<file path="config.mk">
export PLATFORM = sky130hd
export DESIGN_NAME = seven_seg_scanner
export DESIGN_NICKNAME = d
export VERILOG_FILES = /design/src/rtl/seven_seg_scanner.sv
export SDC_FILE = /design/constraint.sdc
export NUM_CORES = 1
export LEC_CHECK = 0
export BUFFER_PORTS_ARGS = -buffer_cell sky130_fd_sc_hd__buf_4
export CORE_MARGIN = 2
export CORE_UTILIZATION = 50
export CTS_CLUSTER_DIAMETER = 80
export CTS_CLUSTER_SIZE = 24
export DETAILED_ROUTE_END_ITERATION = 16
export PLACE_DENSITY = 0.72
export REMOVE_ABC_BUFFERS = 1
export SLEW_MARGIN = 15
export SYNTH_ARGS = -nofsm -noshare
export SYNTH_HDL_FRONTEND = slang
export SYNTH_SLANG_ARGS = --single-unit
</file>
<file path="constraint.sdc">
create_clock -name clk -period 2.85 [get_ports clk]
set_input_delay 0.1425 -clock clk [delete_from_list [all_inputs] [get_ports clk]]
set_output_delay 0.1425 -clock clk [all_outputs]
set_load 0.02 [all_outputs]
</file>
<file path="src/rtl/seven_seg_scanner.sv">
// rtl/seven_seg_scanner.sv - multiplexed seven-segment scanner with frame-synchronous display update
// Prescaled digit scan, BCD/hex decode, leading-zero blanking and tear-free double buffering.
module seven_seg_scanner #(
  parameter int NUM_DIGITS = 5,
  parameter int SCAN_DIV   = 1000
) (
  input  logic                    clk,
  input  logic                    rst_n,
  input  logic                    load,
  input  logic [4*NUM_DIGITS-1:0] data_in,
  input  logic [NUM_DIGITS-1:0]   dp_in,
  input  logic                    hex_mode,
  input  logic                    blank_lz,
  output logic [NUM_DIGITS-1:0]   SEG_SEL,
  output logic [7:0]              SEG_DATA,
  output logic                    frame_pulse
);

  localparam int PW = (SCAN_DIV > 1) ? $clog2(SCAN_DIV) : 1;
  localparam int IW = (NUM_DIGITS > 1) ? $clog2(NUM_DIGITS) : 1;
  localparam logic [PW-1:0]         PRESC_MAX = PW'(SCAN_DIV - 1);
  localparam logic [IW-1:0]         IDX_MAX   = IW'(NUM_DIGITS - 1);
  localparam logic [NUM_DIGITS-1:0] SEL_ONE   = NUM_DIGITS'(1);

  logic [PW-1:0]           r_presc;
  logic [IW-1:0]           r_idx;
  logic [4*NUM_DIGITS-1:0] r_disp;
  logic [NUM_DIGITS-1:0]   r_dp;
  logic [4*NUM_DIGITS-1:0] r_pend;
  logic [NUM_DIGITS-1:0]   r_pend_dp;
  logic                    r_pend_v;

  logic                    w_tick;
  logic                    w_wrap;
  logic [IW-1:0]           w_idx_next;
  logic [4*NUM_DIGITS-1:0] w_disp_next;
  logic [NUM_DIGITS-1:0]   w_dp_next;
  logic [NUM_DIGITS-1:0]   w_blank;
  logic                    w_all_zero;
  logic [3:0]              w_code;
  logic                    w_dp_sel;
  logic                    w_blank_sel;
  logic [6:0]              w_seg;

  function automatic logic [6:0] seg_decode(input logic [3:0] code, input logic hex);
    logic [6:0] seg;
    case (code)
      4'h0: seg = 7'h3F;
      4'h1: seg = 7'h06;
      4'h2: seg = 7'h5B;
      4'h3: seg = 7'h4F;
      4'h4: seg = 7'h66;
      4'h5: seg = 7'h6D;
      4'h6: seg = 7'h7D;
      4'h7: seg = 7'h07;
      4'h8: seg = 7'h7F;
      4'h9: seg = 7'h6F;
      4'hA: seg = hex ? 7'h77 : 7'h40;
      4'hB: seg = hex ? 7'h7C : 7'h40;
      4'hC: seg = hex ? 7'h39 : 7'h40;
      4'hD: seg = hex ? 7'h5E : 7'h40;
      4'hE: seg = hex ? 7'h79 : 7'h40;
      default: seg = hex ? 7'h71 : 7'h40;
    endcase
    return seg;
  endfunction

  assign w_tick     = (r_presc == PRESC_MAX);
  assign w_wrap     = w_tick && (r_idx == IDX_MAX);
  assign w_idx_next = (r_idx == IDX_MAX) ? '0 : r_idx + IW'(1);

  // The digit shown on the wrap tick already belongs to the new frame.
  assign w_disp_next = !w_wrap ? r_disp    : (load ? data_in : (r_pend_v ? r_pend    : r_disp));
  assign w_dp_next   = !w_wrap ? r_dp      : (load ? dp_in   : (r_pend_v ? r_pend_dp : r_dp));

  always_comb begin
    w_blank    = '0;
    w_all_zero = 1'b1;
    for (int i = NUM_DIGITS - 1; i > 0; i--) begin
      w_all_zero = w_all_zero && (w_disp_next[4*i +: 4] == 4'd0);
      w_blank[i] = blank_lz && w_all_zero;
    end
  end

  always_comb begin
    w_code      = 4'd0;
    w_dp_sel    = 1'b0;
    w_blank_sel = 1'b0;
    for (int i = 0; i < NUM_DIGITS; i++) begin
      if (w_idx_next == IW'(i)) begin
        w_code      = w_disp_next[4*i +: 4];
        w_dp_sel    = w_dp_next[i];
        w_blank_sel = w_blank[i];
      end
    end
  end

  assign w_seg = w_blank_sel ? 7'd0 : seg_decode(w_code, hex_mode);

  always_ff @(posedge clk or negedge rst_n) begin
    if (!rst_n) begin
      r_presc     <= '0;
      r_idx       <= '0;
      r_disp      <= '0;
      r_dp        <= '0;
      r_pend      <= '0;
      r_pend_dp   <= '0;
      r_pend_v    <= 1'b0;
      SEG_SEL     <= SEL_ONE;
      SEG_DATA    <= 8'h00;
      frame_pulse <= 1'b0;
    end else begin
      r_presc     <= w_tick ? '0 : r_presc + PW'(1);
      frame_pulse <= w_wrap;
      if (w_tick) begin
        r_idx    <= w_idx_next;
        SEG_SEL  <= SEL_ONE << w_idx_next;
        SEG_DATA <= {w_dp_sel, w_seg};
      end
      if (w_wrap) begin
        r_disp   <= w_disp_next;
        r_dp     <= w_dp_next;
        r_pend_v <= 1'b0;
      end else if (load) begin
        r_pend    <= data_in;
        r_pend_dp <= dp_in;
        r_pend_v  <= 1'b1;
      end
    end
  end

endmodule

</file>
==> flow_summary_export.csv, run 1 <==
group,metric,value,unit
run_status,outcome,"complete, but fails checks",
run_status,violations,"negative hold slack",
synth,postSynthCellCount,425,
synth,synthTopCellsByCount,"dfrtp_1 (77), nand2_1 (48), nor2_1 (42)",
worst_setup_path,ff2ff_path_depth,11,
grt,grt_max_degree,79,
final_layout,nFillCells,628,
grt,grt_pass1_vias,3702,
placed_design,place_congestion,0.921,
synth,synth_top_area_share,45.3,%
clocking,cts.sinks,78,
routing,dr.pass1.iters,6,
floorplanning,core,8220,um2
final_layout,instances_no_fill,634,
sta,hold_ws,-0.000504,ns
worst_setup_path,worstPathCellList,"buf_4, ha_4, or2_2, a211oi_1, buf_4, o21a_1, a211oi_2, a32oi_2, xnor2_1, and3_1, o41ai_2",
grt,grt_antenna_before_repair,0,
floorplanning,fp.dieArea,9270,um2
sta,relSlewSlack,34.0,%
power,ir_drop,0.231,mV
synth,synth-edff-count,0,
clocking,htree_num_levels,3,
final_layout,area_growth,29.8,%
placed_design,dp_hpwl,8.12,mm
floorplanning,die_h,96.3,um
placed_design,placed_cells,601,
min_path,hold_path_depth,3,
final_layout,drive_gt1_share,37.8,%
worst_setup_path,worstSetupStartpointType,"flip-flop",
synth,yosysMostFrequentCell,"dfrtp_1",
grt,track_usage,26.1,%
synth,synth_flop_cell,"dfrtp_1",
final_layout,finalNetCount,557,
worst_setup_path,cp_common_cell,"buf_4",
synth,synth_area_leaders,"dfrtp_1 (45%), mux2_2 (5.0%), nand2_1 (4.2%)",
clocking,clockRootBuffer,"clkbuf_8",
worst_setup_path,cp_slowest_cell,"dfrtp_1",
final_layout,antenna_cells,0,
final_layout,design_area,5530,um2
routing,ant_nets,0,
synth,synth_warnings,0,
sta,finalCritPeriodShare,98.3,%
clocking,clk_path_buf_depth,2,
sta,drv_slew,0,
sta,finalHoldViolCount,1,
routing,viasPerCell,6.13,
floorplanning,pin_count,44,
synth,seq_area_frac_synth,45.9,%
sta,layout_min_cycle_time,2.80,ns
sta,setup_viol_count_final,0,
worst_setup_path,worst-path-max-fanout,7,
clocking,cts_tree,"done",
floorplanning,rows,33,
worst_setup_path,critPathMaxStageDelay,0.40,ns
routing,wire_per_inst,18.5,um
sta,maxClockFrequency,357,MHz
sta,tightest_slew,0.989,ns
min_path,hold_class,"input pin to flip-flop",
power,power_leakage,2.55,nW
synth,synth_area,4260,um2
worst_setup_path,cp.required,3.10,ns
placed_design,port_buffers,43,
worst_setup_path,cp-end-kind,"flip-flop",
synth,yosysTopAreaCell,"dfrtp_1",
grt,grt_pass1_wl,18.5,mm
routing,vias,3887,
power,power.density,402,nW/um2
routing,drt_iter0_drc,256,
sta,skew,0.0119,ns
routing,drc,0,
worst_setup_path,critPathTopFamily,"compound AO/OA/AOI/OAI gates",
worst_setup_path,crit_buf_inv,2,
job,maxCapViolCount,0,
grt,gr-total-overflow,0,
worst_setup_path,crit_cells,11,
clocking,clkTransAtPathRegs,0.08,ns
synth,synth-seq-cells,78,
worst_setup_path,critPathKind,"flip-flop to flip-flop",
synth,ys_async_sr_fraction,100,%
synth,synth.avg_cell_area,10.0,um2
routing,totalWireLength,11.7,mm
clocking,cts_buffers,9,
final_layout,fin_util,67.2,%
synth,synth_cell_types,74,
worst_setup_path,cp.arrival,3.05,ns
placed_design,place_area,4980,um2
floorplanning,die_w,96.3,um
clocking,clk_latency,0.35,ns
floorplanning,start_util,51.8,%
[repair_timing]
action	in CTS	in global routing
hold buffers	2	0
setup endpoints to repair	7	7
endpoints found under the hold margin	34	0
cloned	0	1
gates resized for setup	16	20
pin swaps	3	13
buffers inserted	3	11
[registers in the layout, indices dropped and copies added, names as in the netlist]
signal	flops
frame_pulse	1
r_idx	3
r_disp	20
r_presc	10
r_pend	20
SEG_DATA	8
r_dp	5
r_pend_dp	5
SEG_SEL	5
r_pend_v	1
[stage by stage]
step                setup TNS (ns)  worst slack (ns)  total power [mW]
detailed placement          -0.648            -0.137              1.32
finish                           0            0.0489              2.22
global placement           -0.0951           -0.0367              1.32
global route                -0.207           -0.0806              2.30
floorplan                    -7.32            -0.394              1.23
CTS                        -0.0278           -0.0160              2.22
[final cells by class]
cell class	instances	area [um2]	area share [%]
clock inverter	4	70.1	1.27
sequential	78	1950	35.3
inverter	17	66.3	1.20
multi-input combinational	306	2290	41.4
timing repair buffer	112	870	15.7
tap	105	131	2.38
clock buffer	12	145	2.63
[logic make-up after synthesis]
kind of cell,share of synthesized area [%]
AND/OR/NAND/NOR,18.3
AO/OA/AOI/OAI,23.6
flip-flops,45.9
buffers and inverters,4.55
multiplexers,5.29
XOR/XNOR,1.44
adder cells (fa/ha/maj),0.882
[where the power goes]
| group | leakage [nW] | total (mW) | switching, mW | internal, mW |
|---|---|---|---|---|
| combinational | 1.47 | 0.146 | 0.0758 | 0.0699 |
| sequential | 0.972 | 1.16 | 0.0206 | 1.14 |
| clock | 0.110 | 0.910 | 0.395 | 0.515 |
| total | 2.55 | 2.22 | 0.491 | 1.73 |
[worst reg2reg max path: stages (launching register included)]
cell	delay, ns
dfrtp_1	0.40
buf_4	0.18
ha_4	0.18
or2_2	0.30
a211oi_1	0.26
buf_4	0.20
o21a_1	0.16
a211oi_2	0.08
a32oi_2	0.37
xnor2_1	0.12
and3_1	0.20
o41ai_2	0.27
[routing by layer]
metal / track usage [%] / share of wire [%] / up-vias
li1: - / - / 1792
met1: 36.3 / 44 / 1921
met2: 42.0 / 49 / 150
met3: 4.70 / 5.4 / 24
met4: 7.02 / 2.2 / 0
met5: 0 / 0 / -
[path summary, 6_finish.rpt]
check	start	to	slack (ns)
max	r_idx[0]	SEG_DATA[3]	0.05
min	dp_in[1]	r_pend_dp[1]	-0.0005
max reg2reg	r_idx[0]	SEG_DATA[3]	0.05
min reg2reg	SEG_SEL[0]	SEG_SEL[0]	0.46
max in group asynchronous	rst_n	r_presc[5]	1.70
min in group asynchronous	rst_n	r_pend_dp[4]	0.47
[placed cells by master (no fill, tap or decap), drive strengths merged, types with 3 or more instances in the layout]
cell     netlist  layout
a211oi         3       3
a21oi          6       6
a221oi         3       3
a22o           3       3
a22oi          8       8
a31oi          9       9
a32o           5       6
a32oi          8       8
a41oi          3       3
and2           5       5
and3           3       3
buf           15     110
clkbuf        10      12
dfrtp         77      77
ha             3       3
inv           17      17
mux2          20      20
nand2         50      50
nand2b         5       5
nand3         13      13
nand3b         4       4
nand4b         3       3
nor2          42      42
nor2b          3       3
nor4           9       9
o2111ai        6       6
o211a          6       6
o21a           7       7
o21ai         25      25
o22ai          8       8
o32a           3       3
o41ai          4       4
or2            5       5
xnor2          3       3
xor2           4       4
No activity file was read; power rests on OpenSTA's default activity.
==> run 2: changes to the inputs <==
--- a/config.mk
+++ b/config.mk
@@ -5,6 +5,7 @@
 export SDC_FILE = /design/constraint.sdc
 export NUM_CORES = 1
 export LEC_CHECK = 0
+export ABC_AREA = 1
 export BUFFER_PORTS_ARGS = -buffer_cell sky130_fd_sc_hd__buf_4
 export CORE_MARGIN = 2
 export CORE_UTILIZATION = 50
==> flow_summary_export.csv, run 2 <==
group,metric,value,unit
run_status,outcome,"finished, final reports clean",
final_layout,instances_no_fill,756,
worst_setup_path,ff2ff_path_depth,19,
worst_setup_path,cp.arrival,2.89,ns
grt,grt_pass1_vias,3891,
placed_design,place_area,4990,um2
synth,ys_async_sr_fraction,100,%
worst_setup_path,timing.rr.start,"r_idx[0]",
final_layout,nFillCells,771,
synth,yosysMostFrequentCell,"nand2_1",
sta,setup_tns,0,ns
power,ir_drop,0.286,mV
worst_setup_path,critPathKind,"flip-flop to flip-flop",
grt,grt_pass1_wl,18.1,mm
sta,finalHoldViolCount,0,
sta,hold_ws,0.0258,ns
sta,maxClockFrequency,386,MHz
job,maxCapViolCount,0,
final_layout,top_regs,"r_disp: 20 flops, r_pend: 20 flops, r_presc: 10 flops",
routing,drt_iter0_drc,116,
grt,track_usage,22.8,%
synth,synth-seq-cells,78,
worst_setup_path,cp.required,3.14,ns
floorplanning,pin_count,44,
worst_setup_path,worstSetupStartpointType,"flip-flop",
final_layout,antenna_cells,0,
routing,drc,0,
synth,yosysTopAreaCell,"dfrtp_1",
synth,synth_top_family_by_area,"simple AND/OR/NAND/NOR gates",
routing,dr.pass1.iters,4,
sta,worst_slack,0.256,ns
synth,synthTopCellsByCount,"nand2_1 (227), dfrtp_1 (77), inv_1 (45)",
sta,finalCritPeriodShare,91.0,%
synth,synth_area,4510,um2
worst_setup_path,worst-path-max-fanout,23,
sta,setup_viol_count_final,0,
sta,tightest_slew,0.996,ns
clocking,post-cts-setup-buffers,0,
routing,vias,3958,
worst_setup_path,regToRegSetupSlack,0.26,ns
final_layout,design_area,5230,um2
final_layout,area_growth,15.9,%
placed_design,place_ws,0.275,ns
placed_design,port_buffers,43,
synth,synth_area_leaders,"dfrtp_1 (43%), nand2_1 (19%), mux2_2 (4.2%)",
routing,viasPerCell,5.24,
synth,synth_simple_gate_area_share,35.9,%
clocking,clk_latency,0.35,ns
worst_setup_path,cp-end-kind,"flip-flop",
sta,rsz0062_at_grt,"false",
synth,synth_flop_cell,"dfrtp_1",
power,power.density,438,nW/um2
sta,layout_min_cycle_time,2.59,ns
synth,synth_warnings,0,
synth,synth_xor_area_share,0.360,%
power,power_leakage,2.61,nW
synth,synth_mux_area_share,4.24,%
synth,postSynthCellCount,592,
final_layout,finalNetCount,676,
min_path,hold_class,"input pin to flip-flop",
sta,drv_slew,0,
clocking,htree_num_levels,3,
clocking,cts_buffers,9,
sta,relSlewSlack,33.6,%
floorplanning,die_h,99.0,um
routing,wire_per_inst,14.0,um
placed_design,place_congestion,0.886,
clocking,clockRootBuffer,"clkbuf_8",
floorplanning,core,8720,um2
clocking,cts_tree,"done",
floorplanning,die_w,99.0,um
sta,skew,0.00926,ns
placed_design,dp_hpwl,7.69,mm
grt,gr-total-overflow,0,
floorplanning,fp.dieArea,9800,um2
final_layout,drive_gt1_share,23.5,%
min_path,hold_end,"r_pend[10]",
routing,ant_nets,0,
clocking,clkTransAtPathRegs,0.09,ns
synth,seq_area_frac_synth,43.3,%
floorplanning,rows,34,
floorplanning,start_util,51.8,%
synth,synth_top_area_share,42.7,%
placed_design,placed_cells,739,
clocking,clk_path_buf_depth,2,
synth,synth-edff-count,0,
grt,grt_max_degree,79,
synth,synthAdderAreaFrac,0.831,%
min_path,min_from,"data_in[10]",
final_layout,mostFrequentLayoutCell,"nand2_1",
worst_setup_path,startpoint,"r_idx[0]",
synth,synth.avg_cell_area,7.63,um2
synth,synth_cell_types,41,
routing,totalWireLength,10.6,mm
synth,synth-compound-area-share,8.15,%
worst_setup_path,r2r-end,"SEG_DATA[6]",
grt,grt_antenna_before_repair,0,
min_path,hold_path_depth,2,
final_layout,layout_common_cells,"nand2_1 (227), dfrtp_1 (77), buf_4 (57), inv_1 (45), nor2_1 (42)",
clocking,cts.sinks,78,
==> run 2: area by class of cell <==
type	count	area, um2	share of cell area [%]
clock buffers	10	138	2.63
inverters	57	216	4.14
flip-flops and latches	78	1950	37.3
repair buffers	59	458	8.75
well taps	108	135	2.58
multi-input cells	438	2240	42.8
clock inverters	6	92.6	1.77
==> run 2: power by group <==
| part | internal (mW) | leakage [nW] | switching (mW) |
|---|---|---|---|
| combinational | 0.0820 | 1.65 | 0.0958 |
| clock | 0.522 | 0.109 | 0.438 |
| sequential | 1.14 | 0.851 | 0.0172 |
==> run 2: worst max-delay path: stages, from the launching register on <==
cell	delay (ns)
dfrtp_1	0.42
inv_1	0.14
ha_1	0.22
nand2_4	0.11
inv_4	0.08
nand4_4	0.11
buf_12	0.18
nand2_1	0.06
nand2_1	0.09
nand2_1	0.07
inv_1	0.04
nor2_2	0.16
nand3_4	0.17
nor2_1	0.21
nand2_1	0.10
nand3_1	0.10
inv_1	0.05
nand3_1	0.10
nand2_1	0.06
nand2_1	0.05
==> run 2: repair_timing <==
| action | in CTS | in global routing |
|---|---|---|
| endpoints found under the hold margin | 2 | 0 |
| setup endpoints to repair | 0 | 1 |
| hold buffers | 1 | 0 |
| gates resized for setup | 0 | 1 |
==> run 2: how the worst max path moves through the flow <==
stage | to | slack [ns] | depth (start not counted)
after global routing | SEG_DATA[6] | 0.03 | 19
after floorplan | SEG_DATA[2] | 0.43 | 19
final | SEG_DATA[6] | 0.26 | 19
after detailed placement | SEG_DATA[6] | 0.27 | 19
after CTS | SEG_DATA[6] | 0.26 | 19
after global placement | SEG_DATA[6] | 0.25 | 19
==> run 2: kinds of logic after synthesis <==
family                     count (synthesis)
xor gates and xnor gates                   1
adders and majority gates                  3
muxes                                     17
DFF                                       78
buffers and inverters                     76
and+or+nand+nor                          355
AOI/OAI and AO/OA                         62
==> run 2: stage by stage <==
stage | utilization [%] | power [mW]
after floorplan | - | 1.27
after global placement | 57.2 | 1.35
after detailed placement | 57.2 | 1.36
after CTS | 60.0 | 2.32
after global routing | 60.0 | 2.39
final | 60.0 | 2.29
==> run 2: per-layer routing <==
layer  up-vias  share of wire, %  GRT usage (%)
li1       1983                 -              -
met1      1877                45           30.9
met2        86                50           37.9
met3        12               4.3           4.47
met5         -                 0              0
met4         0               1.2           5.69
==> run 3: changes to the inputs <==
--- a/config.mk
+++ b/config.mk
@@ -6,13 +6,13 @@
 export NUM_CORES = 1
 export LEC_CHECK = 0
 export ABC_AREA = 1
-export BUFFER_PORTS_ARGS = -buffer_cell sky130_fd_sc_hd__buf_4
 export CORE_MARGIN = 2
 export CORE_UTILIZATION = 50
 export CTS_CLUSTER_DIAMETER = 80
 export CTS_CLUSTER_SIZE = 24
 export DETAILED_ROUTE_END_ITERATION = 16
-export PLACE_DENSITY = 0.72
+export DONT_BUFFER_PORTS = 1
+export PLACE_DENSITY = 0.68
 export REMOVE_ABC_BUFFERS = 1
 export SLEW_MARGIN = 15
 export SYNTH_ARGS = -nofsm -noshare
==> flow_summary_export.csv, run 3 (synthesized netlist as in run 2, its figures left out) <==
group,metric,value,unit
placed_design,dp_hpwl,7.37,mm
routing,drt_iter0_drc,160,
routing,dr.pass1.iters,4,
sta,setup_tns,0,ns
final_layout,drive_gt1_share,17.9,%
final_layout,antenna_cells,0,
final_layout,layout_common_cells,"nand2_1 (227), dfrtp_1 (77), inv_1 (44), nor2_1 (42), nand3_1 (33)",
worst_setup_path,cp-end-kind,"flip-flop",
clocking,htree_num_levels,3,
sta,layout_min_cycle_time,2.58,ns
run_status,outcome,"finished, final reports clean",
grt,grt_pass1_vias,3783,
grt,grt_antenna_before_repair,0,
grt,grt_max_degree,79,
clocking,clk_latency,0.37,ns
final_layout,fin_util,59.5,%
placed_design,place_ws,0.253,ns
sta,setup_viol_count_final,0,
power,pwr-share-seq,54.6,%
final_layout,instances_no_fill,741,
sta,tightest_slew,0.508,ns
worst_setup_path,worst-path-max-fanout,23,
power,power.density,408,nW/um2
sta,drv_slew,0,
clocking,clkTransAtPathRegs,0.08,ns
clocking,clk_path_buf_depth,2,
power,p_sw,532,uW
floorplanning,rows,34,
floorplanning,pin_count,44,
sta,finalHoldViolCount,0,
floorplanning,start_util,51.8,%
routing,viasPerCell,5.13,
placed_design,place_congestion,0.853,
final_layout,nFillCells,770,
sta,finalCritPeriodShare,90.4,%
power,swShare,25.1,%
floorplanning,die_w,99.0,um
worst_setup_path,cp.required,3.11,ns
final_layout,area_growth,14.9,%
final_layout,top_regs,"r_disp: 20 flops, r_pend: 20 flops, r_presc: 10 flops",
power,ir_drop,0.226,mV
grt,grt_pass1_wl,17.8,mm
sta,skew,0.0136,ns
floorplanning,core,8720,um2
worst_setup_path,critPathKind,"flip-flop to flip-flop",
routing,drc,0,
job,maxCapViolCount,0,
power,p_comb_share,8.0,%
sta,rsz0062_at_grt,"false",
routing,ant_nets,0,
routing,wire_per_inst,14.1,um
clocking,clockRootBuffer,"clkbuf_8",
grt,gr-total-overflow,0,
power,p_clk_share,37.3,%
power,power_leakage,2.52,nW
clocking,cts.sinks,78,
placed_design,port_buffers,0,
floorplanning,die_h,99.0,um
min_path,hold_class,"input pin to flip-flop",
routing,totalWireLength,10.4,mm
sta,maxClockFrequency,388,MHz
floorplanning,fp.dieArea,9800,um2
worst_setup_path,cp.arrival,2.84,ns
final_layout,mostFrequentLayoutCell,"nand2_1",
grt,track_usage,22.7,%
worst_setup_path,worstSetupStartpointType,"flip-flop",
final_layout,finalNetCount,661,
sta,relSlewSlack,66.0,%
power,total_power,2.12,mW
routing,vias,3798,
sta,worst_slack,0.273,ns
clocking,cts_buffers,9,
placed_design,placed_cells,696,
clocking,cts_tree,"done",
power,p_int,1.59,mW
==> run 3: changes by cell type in the layout (fill, tap and decap cells not counted), sizes merged <==
| cell | delta |
|---|---|
| bufinv | -2 |
| buf | -40 |
| inv | -1 |
| dlygate4sd3 | +25 |
| clkbuf | +1 |
| clkinv | +2 |
==> run 3: repair_timing <==
action	4_1_cts	5_1_grt
endpoints found under the setup margin	0	5
resized for setup	0	4
hold endpoints to repair	103	0
buffers inserted	0	2
hold buffers	27	0
==> run 3: final cells by class <==
| cell class | instances | area (um2) | share of cell area (%) |
|---|---|---|---|
| Timing Repair Buffer | 44 | 440 | 8.49 |
| Clock inverter | 5 | 33.8 | 0.652 |
| Inverter | 57 | 216 | 4.17 |
| Multi-Input combinational cell | 438 | 2250 | 43.5 |
| Sequential cell | 78 | 1950 | 37.7 |
| Tap cell | 108 | 135 | 2.61 |
| Clock buffer | 11 | 151 | 2.92 |
==> run 3: metal layers <==
| layer | part of all wire [%] | wire (um) | global-route usage, % |
|---|---|---|---|
| met5 | 0 | 0 | 0 |
| met4 | 1.5 | 158 | 7.06 |
| met3 | 3.8 | 400 | 4.61 |
| met2 | 47 | 4940 | 36.6 |
| met1 | 47 | 4930 | 30.9 |
==> run 3: stage by stage <==
| step | area, um2 | hold slack [ns] |
|---|---|---|
| 2_1_floorplan | 4410 | -0.153 |
| 3_3_place_gp | 4670 | -0.151 |
| 3_5_place_dp | 4670 | -0.151 |
| 4_1_cts | 5140 | 0.0348 |
| 5_1_grt | 5180 | 0.0421 |
| 6_report | 5180 | 0.0406 |
==> run 3: final timing paths <==
check	startpoint	endpoint	slack, ns	cells past startpoint
setup / recovery	r_idx[0]	SEG_DATA[2]	0.27	18
hold / removal	data_in[2]	r_disp[2]	0.04	3
setup reg to reg	r_idx[0]	SEG_DATA[2]	0.27	18
hold reg to reg	r_presc[0]	r_presc[0]	0.49	1
max in group asynchronous	rst_n	SEG_SEL[0]	2.18	2
min in group asynchronous	rst_n	r_pend[9]	0.33	2
==> run 3: critical path, cell delays in order, from the launching register on <==
cell and delay [ns]:
dfrtp_1 0.42, inv_2 0.11, ha_1 0.20, nand2_4 0.11, inv_4 0.08, nand4_4 0.11, buf_12 0.17, nand2_1 0.07
nand2_1 0.10, nand2_1 0.09, nand3_2 0.13, o21bai_4 0.22, nand2_1 0.15, nand3_1 0.13, nand3_1 0.11, nor2_1 0.11
nand2_1 0.06, nand2_1 0.05, nand2_1 0.05
==> run 3: power groups by stage <==
stage                     sequential (mW)  clock (mW)  combinational, mW
final                                1.16       0.791              0.170
after floorplan                      1.17           0             0.0952
after global placement               1.18           0              0.113
after CTS                            1.16       0.810              0.172
after global routing                 1.16       0.850              0.195
after detailed placement             1.18           0              0.116
